--- config.mk ---
export PLATFORM = sky130hd
export DESIGN_NAME = pal_ram_ctrl_flat
export DESIGN_NICKNAME = d
export VERILOG_FILES = /design/src/rtl/pal_ram_ctrl_pkg.sv /design/src/rtl/pal_ram_ctrl_if.sv /design/src/rtl/pal_ram_ctrl_arb.sv /design/src/rtl/pal_ram_ctrl.sv /design/src/flat_wrapper.sv
export SDC_FILE = /design/constraint.sdc
export NUM_CORES = 1
export LEC_CHECK = 0
export ABC_AREA = 0
export CAP_MARGIN = 10
export CORE_ASPECT_RATIO = 1.25
export CORE_MARGIN = 2
export CORE_UTILIZATION = 38
export DETAILED_ROUTE_END_ITERATION = 16
export PLACE_DENSITY = 0.77
export SLEW_MARGIN = 40
export SYNTH_ARGS = -nofsm -noshare
export SYNTH_HDL_FRONTEND = slang
export SYNTH_SLANG_ARGS = --single-unit
--- constraint.sdc ---
create_clock -name clock -period 2.15 [get_ports clock]
set_clock_uncertainty 0.05 [all_clocks]
set_input_delay 0.5375 -clock clock [delete_from_list [all_inputs] [get_ports clock]]
set_output_delay 0.5375 -clock clock [all_outputs]
set_load 0.02 [all_outputs]
--- src/rtl/pal_ram_ctrl_pkg.sv ---
// Shared types and constants for the palette RAM controller.
package pal_ctrl_pkg;
   localparam int PAL_ADDR_W = 14;
   localparam int PAL_DATA_W = 32;

   typedef enum logic [1:0] {IDLE, ACCESS, MERGE_WR, DONE} pal_state_e;
   typedef enum logic {REQ_CPU, REQ_SS} pal_req_e;
endpackage

--- src/rtl/pal_ram_ctrl_if.sv ---
// CPU and savestate request buses into the palette RAM controller.
interface pal_ram_ctrl_if
   import pal_ctrl_pkg::*;
#(
   parameter int ADDR_W = PAL_ADDR_W,
   parameter int DATA_W = PAL_DATA_W
);
   // Handshake: req (with we/hw/addr/wdata) is held high until ack; ack is a
   // one-cycle pulse with rdata valid alongside it; req drops on the edge that samples ack.
   logic              cpu_req;
   logic              cpu_we;
   logic              cpu_hw;
   logic [ADDR_W:0]   cpu_addr;
   logic [DATA_W-1:0] cpu_wdata;
   logic              cpu_ack;
   logic [DATA_W-1:0] cpu_rdata;

   logic              ss_req;
   logic              ss_we;
   logic [ADDR_W-1:0] ss_addr;
   logic [DATA_W-1:0] ss_wdata;
   logic              ss_ack;
   logic [DATA_W-1:0] ss_rdata;

   modport master (
      output cpu_req, cpu_we, cpu_hw, cpu_addr, cpu_wdata,
      input  cpu_ack, cpu_rdata,
      output ss_req, ss_we, ss_addr, ss_wdata,
      input  ss_ack, ss_rdata
   );

   modport slave (
      input  cpu_req, cpu_we, cpu_hw, cpu_addr, cpu_wdata,
      output cpu_ack, cpu_rdata,
      input  ss_req, ss_we, ss_addr, ss_wdata,
      output ss_ack, ss_rdata
   );
endinterface

--- src/rtl/pal_ram_ctrl_arb.sv ---
// Two-input round-robin arbiter; on a tie the requester not served last wins.
module pal_rr_arbiter
   import pal_ctrl_pkg::*;
(
   input  logic     clock,
   input  logic     reset,
   input  logic     i_cpu_req,
   input  logic     i_ss_req,
   input  logic     i_accept,
   output logic     o_grant_valid,
   output pal_req_e o_grant_id
);
   pal_req_e r_last_grant;

   always_comb begin
      o_grant_valid = i_cpu_req | i_ss_req;
      o_grant_id    = REQ_CPU;
      if (i_cpu_req && i_ss_req) begin
         o_grant_id = (r_last_grant == REQ_SS) ? REQ_CPU : REQ_SS;
      end else if (i_ss_req) begin
         o_grant_id = REQ_SS;
      end
   end

   // Starting at SS makes the first tie after reset go to the CPU.
   always_ff @(posedge clock) begin
      if (reset) begin
         r_last_grant <= REQ_SS;
      end else if (i_accept && o_grant_valid) begin
         r_last_grant <= o_grant_id;
      end
   end
endmodule

--- src/rtl/pal_ram_ctrl.sv ---
// Palette RAM port-A sequencer (CPU + savestate, halfword read-modify-write)
// and registered renderer read on port B.
module pal_ram_ctrl
   import pal_ctrl_pkg::*;
#(
   parameter int ADDR_W = PAL_ADDR_W,
   parameter int DATA_W = PAL_DATA_W
)(
   input  logic              clock,
   input  logic              reset,
   pal_ram_ctrl_if.slave     bus,
   output logic              ram_wren_a,
   output logic [ADDR_W-1:0] ram_address_a,
   output logic [DATA_W-1:0] ram_data_a,
   input  logic [DATA_W-1:0] ram_q_a,
   input  logic [DATA_W-1:0] ram_q_b,
   input  logic [ADDR_W-1:0] render_addr,
   output logic [DATA_W-1:0] render_data,
   output logic [ADDR_W-1:0] ram_address_b,
   output logic              ram_wren_b,
   output pal_state_e        dbg_state
);
   localparam int HALF_W = DATA_W / 2;

   pal_state_e        r_state;
   pal_state_e        w_next;
   pal_req_e          r_id;
   logic              r_we;
   logic              r_hw;
   logic              r_half;
   logic [ADDR_W-1:0] r_word;
   logic [DATA_W-1:0] r_wdata;
   logic [DATA_W-1:0] r_merge;
   logic [DATA_W-1:0] r_cpu_rdata;
   logic [DATA_W-1:0] r_ss_rdata;
   logic [DATA_W-1:0] r_render_data;

   logic              w_grant_valid;
   pal_req_e          w_grant_id;
   logic              w_accept;
   logic              w_wren;
   logic [DATA_W-1:0] w_data;
   logic              w_cpu_ack;
   logic              w_ss_ack;
   logic [DATA_W-1:0] w_merged;

   pal_rr_arbiter u_arb (
      .clock         (clock),
      .reset         (reset),
      .i_cpu_req     (bus.cpu_req),
      .i_ss_req      (bus.ss_req),
      .i_accept      (w_accept),
      .o_grant_valid (w_grant_valid),
      .o_grant_id    (w_grant_id)
   );

   assign w_merged = r_half ? {r_wdata[HALF_W-1:0], r_merge[HALF_W-1:0]}
                            : {r_merge[DATA_W-1:HALF_W], r_wdata[HALF_W-1:0]};

   always_ff @(posedge clock) begin
      if (reset) begin
         r_state <= IDLE;
      end else begin
         r_state <= w_next;
      end
   end

   always_comb begin
      w_next    = r_state;
      w_accept  = 1'b0;
      w_wren    = 1'b0;
      w_data    = '0;
      w_cpu_ack = 1'b0;
      w_ss_ack  = 1'b0;
      case (r_state)
         IDLE: begin
            if (w_grant_valid) begin
               w_accept = 1'b1;
               w_next   = ACCESS;
            end
         end
         ACCESS: begin
            if (r_we && r_hw) begin
               w_next = MERGE_WR;
            end else begin
               w_wren = r_we;
               w_data = r_we ? r_wdata : '0;
               w_next = DONE;
            end
         end
         MERGE_WR: begin
            w_wren = 1'b1;
            w_data = w_merged;
            w_next = DONE;
         end
         DONE: begin
            w_cpu_ack = (r_id == REQ_CPU);
            w_ss_ack  = (r_id == REQ_SS);
            w_next    = IDLE;
         end
         default: w_next = IDLE;
      endcase
   end

   always_ff @(posedge clock) begin
      if (reset) begin
         r_id        <= REQ_CPU;
         r_we        <= 1'b0;
         r_hw        <= 1'b0;
         r_half      <= 1'b0;
         r_word      <= '0;
         r_wdata     <= '0;
         r_merge     <= '0;
         r_cpu_rdata <= '0;
         r_ss_rdata  <= '0;
      end else begin
         if (r_state == IDLE && w_grant_valid) begin
            r_id <= w_grant_id;
            if (w_grant_id == REQ_CPU) begin
               r_we    <= bus.cpu_we;
               r_hw    <= bus.cpu_hw;
               r_half  <= bus.cpu_addr[0];
               r_word  <= bus.cpu_addr[ADDR_W:1];
               r_wdata <= bus.cpu_wdata;
            end else begin
               r_we    <= bus.ss_we;
               r_hw    <= 1'b0;
               r_half  <= 1'b0;
               r_word  <= bus.ss_addr;
               r_wdata <= bus.ss_wdata;
            end
         end
         if (r_state == ACCESS) begin
            if (r_we && r_hw) begin
               r_merge <= ram_q_a;
            end else if (!r_we && r_id == REQ_SS) begin
               r_ss_rdata <= ram_q_a;
            end else if (!r_we && r_hw) begin
               r_cpu_rdata <= r_half ? {{HALF_W{1'b0}}, ram_q_a[DATA_W-1:HALF_W]}
                                     : {{HALF_W{1'b0}}, ram_q_a[HALF_W-1:0]};
            end else if (!r_we) begin
               r_cpu_rdata <= ram_q_a;
            end
         end
      end
   end

   // Free-running renderer pipeline stage, independent of the port-A FSM.
   always_ff @(posedge clock) begin
      if (reset) begin
         r_render_data <= '0;
      end else begin
         r_render_data <= ram_q_b;
      end
   end

   // Gating with reset keeps an interrupted read-modify-write from landing in RAM.
   assign ram_wren_a    = w_wren & ~reset;
   assign ram_address_a = r_word;
   assign ram_data_a    = w_data;
   assign ram_address_b = render_addr;
   assign ram_wren_b    = 1'b0;
   assign render_data   = r_render_data;
   assign dbg_state     = r_state;
   assign bus.cpu_ack   = w_cpu_ack;
   assign bus.ss_ack    = w_ss_ack;
   assign bus.cpu_rdata = r_cpu_rdata;
   assign bus.ss_rdata  = r_ss_rdata;
endmodule

--- src/flat_wrapper.sv ---
// flat-port wrapper written by rule: the top's interface ports become plain ports
module pal_ram_ctrl_flat import pal_ctrl_pkg::*;
#(
   parameter int ADDR_W = PAL_ADDR_W,
   parameter int DATA_W = PAL_DATA_W
)
  (clock, reset, ram_wren_a, ram_address_a, ram_data_a, ram_q_a, ram_q_b, render_addr, render_data, ram_address_b, ram_wren_b, dbg_state, bus_cpu_req, bus_cpu_we, bus_cpu_hw, bus_cpu_addr, bus_cpu_wdata, bus_cpu_ack, bus_cpu_rdata, bus_ss_req, bus_ss_we, bus_ss_addr, bus_ss_wdata, bus_ss_ack, bus_ss_rdata);
  pal_ram_ctrl_if #(.ADDR_W(ADDR_W), .DATA_W(DATA_W)) bus_i ();
  input  logic clock;
  input  logic reset;
  output logic ram_wren_a;
  output logic [ADDR_W-1:0] ram_address_a;
  output logic [DATA_W-1:0] ram_data_a;
  input  logic [DATA_W-1:0] ram_q_a;
  input  logic [DATA_W-1:0] ram_q_b;
  input  logic [ADDR_W-1:0] render_addr;
  output logic [DATA_W-1:0] render_data;
  output logic [ADDR_W-1:0] ram_address_b;
  output logic ram_wren_b;
  output pal_state_e dbg_state;
  input wire logic [$bits(bus_i.cpu_req)-1:0] bus_cpu_req;
  input wire logic [$bits(bus_i.cpu_we)-1:0] bus_cpu_we;
  input wire logic [$bits(bus_i.cpu_hw)-1:0] bus_cpu_hw;
  input wire logic [$bits(bus_i.cpu_addr)-1:0] bus_cpu_addr;
  input wire logic [$bits(bus_i.cpu_wdata)-1:0] bus_cpu_wdata;
  output wire logic [$bits(bus_i.cpu_ack)-1:0] bus_cpu_ack;
  output wire logic [$bits(bus_i.cpu_rdata)-1:0] bus_cpu_rdata;
  input wire logic [$bits(bus_i.ss_req)-1:0] bus_ss_req;
  input wire logic [$bits(bus_i.ss_we)-1:0] bus_ss_we;
  input wire logic [$bits(bus_i.ss_addr)-1:0] bus_ss_addr;
  input wire logic [$bits(bus_i.ss_wdata)-1:0] bus_ss_wdata;
  output wire logic [$bits(bus_i.ss_ack)-1:0] bus_ss_ack;
  output wire logic [$bits(bus_i.ss_rdata)-1:0] bus_ss_rdata;
  assign bus_i.cpu_req = bus_cpu_req;
  assign bus_i.cpu_we = bus_cpu_we;
  assign bus_i.cpu_hw = bus_cpu_hw;
  assign bus_i.cpu_addr = bus_cpu_addr;
  assign bus_i.cpu_wdata = bus_cpu_wdata;
  assign bus_cpu_ack = bus_i.cpu_ack;
  assign bus_cpu_rdata = bus_i.cpu_rdata;
  assign bus_i.ss_req = bus_ss_req;
  assign bus_i.ss_we = bus_ss_we;
  assign bus_i.ss_addr = bus_ss_addr;
  assign bus_i.ss_wdata = bus_ss_wdata;
  assign bus_ss_ack = bus_i.ss_ack;
  assign bus_ss_rdata = bus_i.ss_rdata;
  pal_ram_ctrl #(.ADDR_W(ADDR_W), .DATA_W(DATA_W)) u_core (.clock(clock), .reset(reset), .bus(bus_i), .ram_wren_a(ram_wren_a), .ram_address_a(ram_address_a), .ram_data_a(ram_data_a), .ram_q_a(ram_q_a), .ram_q_b(ram_q_b), .render_addr(render_addr), .render_data(render_data), .ram_address_b(ram_address_b), .ram_wren_b(ram_wren_b), .dbg_state(dbg_state));
endmodule
==> metrics, run 1 <==
Worst Max-Slew Pin Slew=0.862 ns; Die Width=130 um; Initial Utilization=38.8%; Max Cap Viol=0; vias per cell=5.18; post-synthesis cell type count=38; Rel. slew slack=42.5%; largest family of logic cells by synthesized area=compound AO/OA/AOI/OAI gates; Post-CTS Hold Buffers=0; failing checks=setup timing; drt pass-1 iters=6; Synth Net Count=1,080; first-pass GRT wire length=41.0 mm; Die Area=20,900 um2; layout overhead on the synthesized area=59.1%; vias in the first global route=7,197; Worst Setup SP=u_core.dbg_state[1]; hold_sp=u_core.bus.cpu_rdata[4]; Hold Path Cell Cnt=2; I/O Pins=340; final slew viol count=0; Clock Pin Slew Worst Setup and Hold Paths=0.08 ns; Compound-Gate Fraction of Synth Area=around a fifth; pwr/cell area=approximately 1100 nW/um2; Syn Inst Count=895; Final Non-Filler Cells=1,467; Post-Syn Area=7520 um2; CTS root buf=clkbuf_16; CTS tree=yes; endpoint type of the worst setup path=output port; pin count of the biggest net entering global routing=around 180; Critical Path Start Type=flop; post-synth top area share=48.2%; Lkg Pwr=4.42 nW; Slowest cell on crit path=dfxtp_4; gr ovfl total=0; Synth Area in Adders=1.16%; Cell Chain, Critical Path=inv_4, ha_4, and3b_2, buf_6, o21a_4, a22o_1, buf_6; multiplexer share of the synthesized area=under 10%; maximum vdd drop=691 uV; Hold WC Path Type=reg2reg; period utilization=120%; largest driver fanout on the critical path=8; ranking of synthesized cells by area=dfxtp_1 (48%), nand2_1 (11%), a21oi_1 (9.7%), a211oi_1 (4.7%), nor2b_1 (4.1%); Global Route Usage Sum=approximately a quarter; Placed Cells=1,425; Mean Syn Cell Area=8.40 um2; crit path DAT=1.99 ns; Syn. warnings=0; simple-gate area share of the yosys netlist=20.5%; RD Place Congestion=slightly below 1; crit-path most repeated cell=buf_6; Hold Violations, Final=0; DR iter-0 viols=~460; Critical Path Max Stage Delay=between 0.3 and 0.4 ns; final setup margin=-0.432 ns; status=complete, but fails checks; WL/cell=18.8 um; Antenna Nets Post-Route=0; vias=~7,600; commonest non-fill, non-tap cell in the layout=clkdlybuf4s50_1; commonest cells after routing, fill and taps aside=clkdlybuf4s50_1 (272), nand2_1 (212), dfxtp_1 (178); Remaining DRCs=0; Reg2Reg Depth=8; clk_lat worst skew=0.44 ns; # clock sinks=181; Worst R2R Start=u_core.dbg_state[1]; core area=a little under 20,000 um2; minimum clock period=2.58 ns; worst hold slack=0.403 ns; leading area contributor after synthesis=dfxtp_1; Clock Path Buffers=2; NumNets Final=1,373; CP Class=reg2out; sum of routed wire length over all layers=27.6 mm; IO buf count=310; Post-Synth XOR/XNOR Area=0%; Final HPWL DP=19.8 mm; FP Rows=57; CTS Buf Count=17; final setup fails=33; RSZ-0062 raised after global routing=yes; post-synthesis sequential area ratio=between 40% and 50%; H-tree levels=4; Die Span Y=about 160 um; CP required=between 1.5 and 2 ns; initial antenna violation count=1; synthesis-stage register bit count=181; fmax=387 MHz; layout cells sized above 1=17.0%
[cell type report]
type	instances	area, um2
Antenna cell	1	2.50
Clock buffer	17	425
Clock inverter	15	199
Fill cell	1674	7430
Inverter	2	12.5
Multi-Input combinational cell	620	3680
Sequential cell	181	3630
Tap cell	265	332
Timing Repair Buffer	366	3680
[final timing paths]
check,to,slack (ns)
min reg2reg,u_core.bus.cpu_rdata[4],0.40
min,u_core.bus.cpu_rdata[4],0.40
max reg2reg,u_core.r_merge[28],0.18
max,ram_data_a[2],-0.43
[registers in the layout (all words and copies together) (netlist names)]
name	count
u_core.r_we	1
u_core.u_arb.r_last_grant	1
u_core.dbg_state	2
u_core.r_half	1
u_core.r_merge	32
u_core.bus.ss_rdata	32
u_core.ram_address_a	14
u_core.r_hw	1
u_core.render_data	32
u_core.r_id	1
u_core.bus.cpu_rdata	32
u_core.r_wdata	32
[what timing repair did]
item,4_1_cts,5_1_grt
setup endpoints to repair,37,35
hold endpoints to repair,0,0
pin swaps,26,3
gates resized for setup,222,6
gates cloned,2,0
setup buffers,8,0
[cell families after synthesis]
logic type | count (synthesis)
AND/OR/NAND/NOR | 344
AO/OA/AOI/OAI | 250
flip-flops | 181
buffers and inverters | 95
multiplexers | 17
adder cells (fa/ha/maj) | 7
other | 1
[routing by layer]
metal	GRT usage, %	share of wire (%)
met1	31.2	39
met2	43.6	51
met3	5.47	6.6
met4	11.1	3.5
met5	0	0
[cell usage after synthesis, drive strengths merged]
master,number
inv,2
ha,7
a2111oi,2
buf,51
nor2,50
and3b,3
o21ai,1
nand2,212
conb,1
o21a,2
a21oi,146
nand4b,1
or2,1
nor2b,49
a21boi,2
a21bo,1
a211oi,47
mux2,16
and3,2
nor3b,3
nand3,3
and2,1
mux2i,1
a22o,16
clkbuf,42
nand3b,17
a22oi,16
a31oi,1
dfxtp,181
or3b,1
o221ai,16
nor3,1
[power by group]
group / total (W) / switching (W) / internal (W)
Sequential: 0.00442 / 0.000448 / 0.00397
Combinational: 0.00518 / 0.00272 / 0.00246
Clock: 0.00320 / 0.00161 / 0.00160
[stage by stage]
step,utilization [%],worst slack [ns],instance area (um2),TNS [ns],total power (W)
after CTS,61.6,-0.430,11900,-11.51,0.0128
after detailed placement,57.0,-0.384,11100,-9.71,0.00924
final,61.7,-0.432,12000,-11.47,0.0128
after global placement,57.0,-0.354,11100,-8.81,0.00916
after global routing,61.7,-0.467,12000,-12.92,0.0134
after floorplan,-,0.000127,7660,0,0.00712
[worst max-delay path, delay by kind of cell (launching register included)]
family,cells,cell delay (ns)
AOI/OAI and AO/OA,2,0.52
DFF,1,0.36
buffers and inverters,3,0.30
and+or+nand+nor,1,0.23
adders and majority gates,1,0.15
No activity file was read; power rests on OpenSTA's default activity.
==> run 2: changes to the inputs <==
SLEW_MARGIN = 30   (was 40)
==> results of run 2 <==
The final DEF is identical to that of run 1; final timing and power are the same.
==> run 3: changes to the inputs <==
PLACE_DENSITY = 0.83   (was 0.77)
==> run 3 against run 2 <==
The run still ends with setup timing left. Design area is 0.42% lower. Count of clock-buffer cells in the layout stayed put. Non-clock buffer count is 3 lower. Flip-flop and latch count stayed put. Fmax is 2.3% lower. Combinational power hardly changed. Critical path type unchanged. Largest cell class unchanged.
==> metrics, run 3 (synthesis results as in run 1) <==
Initial Utilization=approximately two fifths; layout cells sized above 1=16.0%; core area=19,400 um2; Layout Utilization=around 61%; layout overhead on the synthesized area=58.5%; Critical Path Max Stage Delay=0.39 ns; CTS Buf Count=17; Global Route Usage Sum=between 20% and 30%; final setup fails=34; IO buf count=310; first-pass GRT wire length=41.1 mm; pwr/cell area=approximately 1100 nW/um2; CTS tree=yes; Die Span Y=161 um; Placed Cells=between 1,000 and 1,500; commonest cells after routing, fill and taps aside=clkdlybuf4s50_1 (272), nand2_1 (212), dfxtp_1 (178); Clk pwr share=24.2%; Die Width=130 um; Remaining DRCs=0; Max Cap Viol=0; maximum vdd drop=between 700 and 800 uV; Multi-input gate area=about 3700 um2; Clock Path Buffers=2; status=complete, but fails checks; RSZ-0062 raised after global routing=yes; Cell Chain, Critical Path=inv_6, ha_4, and3b_2, o21a_4, buf_6, a22o_4, buf_12; Clock Pin Slew Worst Setup and Hold Paths=~0.07 ns; endpoint type of the worst setup path=output port; Slowest cell on crit path=dfxtp_4; pre-CTS setup slack=-0.381 ns; CP required=between 1.5 and 2 ns; pin count of the biggest net entering global routing=182; r2r setup slk=0.36 ns; Critical Path Start Type=flop; final setup margin=-0.494 ns; crit path DAT=2.06 ns; Net Sw Power=0.00463 W; Final Non-Filler Cells=1,463; initial antenna violation count=0; Hold Violations, Final=0; CP Class=reg2out; FP Rows=57; Worst Max-Slew Pin Slew=0.820 ns; Rel. slew slack=45.3%; DR iter-0 viols=about 460; minimum clock period=2.64 ns; WL/cell=18.5 um; Lkg Pwr=4.39 nW; Fillers=1,667; Hold WC Path Type=reg2reg; Antenna Nets Post-Route=0; vias per cell=5.14; vias=roughly 7,500; RD Place Congestion=0.910; n_diodes=0; Reg power frac=a little over a third; Final HPWL DP=19.4 mm; Final TNS setup=-12.60 ns; logic gate share of total power=40.8%; failing checks=setup timing; Net Sw Frac=36.7%; NumNets Final=roughly 1,400; final slew viol count=0; Reg area=3630 um2; H-tree levels=4; drt pass-1 iters=5; gr ovfl total=0; Int Pwr=0.00799 W; largest driver fanout on the critical path=7; # clock sinks=181; I/O Pins=340; sum of routed wire length over all layers=between 20 and 30 mm; CTS root buf=clkbuf_16; period utilization=123%; Die Area=roughly 21,000 um2; vias in the first global route=7,386; fmax=378 MHz; clk_lat worst skew=0.43 ns; commonest non-fill, non-tap cell in the layout=clkdlybuf4s50_1
run 3: cell types whose count changed in the layout (fill, tap and decap cells not counted), sizes merged:
cell | before | now
buf | 92 | 81
clkbuf | 17 | 18
clkdlybuf4s15 | 0 | 7
clkinv | 9 | 6
diode | 1 | 0
inv | 7 | 10
run 3: timing repair:
item,CTS,global route
hold buffers,0,0
gates cloned,1,1
resized for setup,179,14
setup endpoints to repair,37,35
pin swaps,11,3
setup buffers,10,1
run 3: power by group through the flow:
stage | sequential (W) | clock (W) | combinational [W]
CTS | 0.00439 | 0.00311 | 0.00511
detailed placement | 0.00445 | 0 | 0.00473
global placement | 0.00443 | 0 | 0.00466
floorplan | 0.00475 | 0 | 0.00237
global route | 0.00447 | 0.00322 | 0.00556
finish | 0.00442 | 0.00305 | 0.00515
run 3: cell type report:
type | instances | area share (%)
Clock inverter | 15 | 1.28
Inverter | 2 | 0.105
Clock buffer | 17 | 3.57
Tap cell | 265 | 2.78
Timing Repair Buffer | 363 | 30.9
Multi-Input combinational cell | 620 | 30.9
Sequential cell | 181 | 30.5
run 3: final timing paths:
check / depth (start not counted) / start / end
hold reg to reg: 2 / u_core.bus.cpu_rdata[18] / u_core.bus.cpu_rdata[18]
setup / recovery: 7 / u_core.dbg_state[1] / ram_data_a[15]
hold / removal: 2 / u_core.bus.cpu_rdata[18] / u_core.bus.cpu_rdata[18]
setup reg to reg: 7 / u_core.dbg_state[1] / u_core.bus.cpu_rdata[5]
run 3: metrics by stage:
stage	hold WS, ns	total power [W]	area [um2]
after floorplan	0.384	0.00712	7660
after global routing	0.418	0.0133	11900
after detailed placement	0.392	0.00918	11000
final	0.402	0.0126	11900
after CTS	0.403	0.0126	11900
after global placement	0.388	0.00909	11000
run 3: worst max-delay path, delay by kind of cell, from the launching register on:
| family | cells | cell delay, ns |
|---|---|---|
| flops | 1 | 0.39 |
| buf+inv | 3 | 0.30 |
| compound gates | 2 | 0.54 |
| simple gates | 1 | 0.24 |
| fa+ha+maj | 1 | 0.15 |
run 3: metal layers:
metal | wire length, um | track usage (%) | vias to the layer above
li1 | - | - | 3628
met1 | 10700 | 30.1 | 3524
met2 | 13700 | 44.5 | 311
met3 | 1830 | 6.29 | 60
met4 | 816 | 8.65 | 0
met5 | 0 | 0 | -
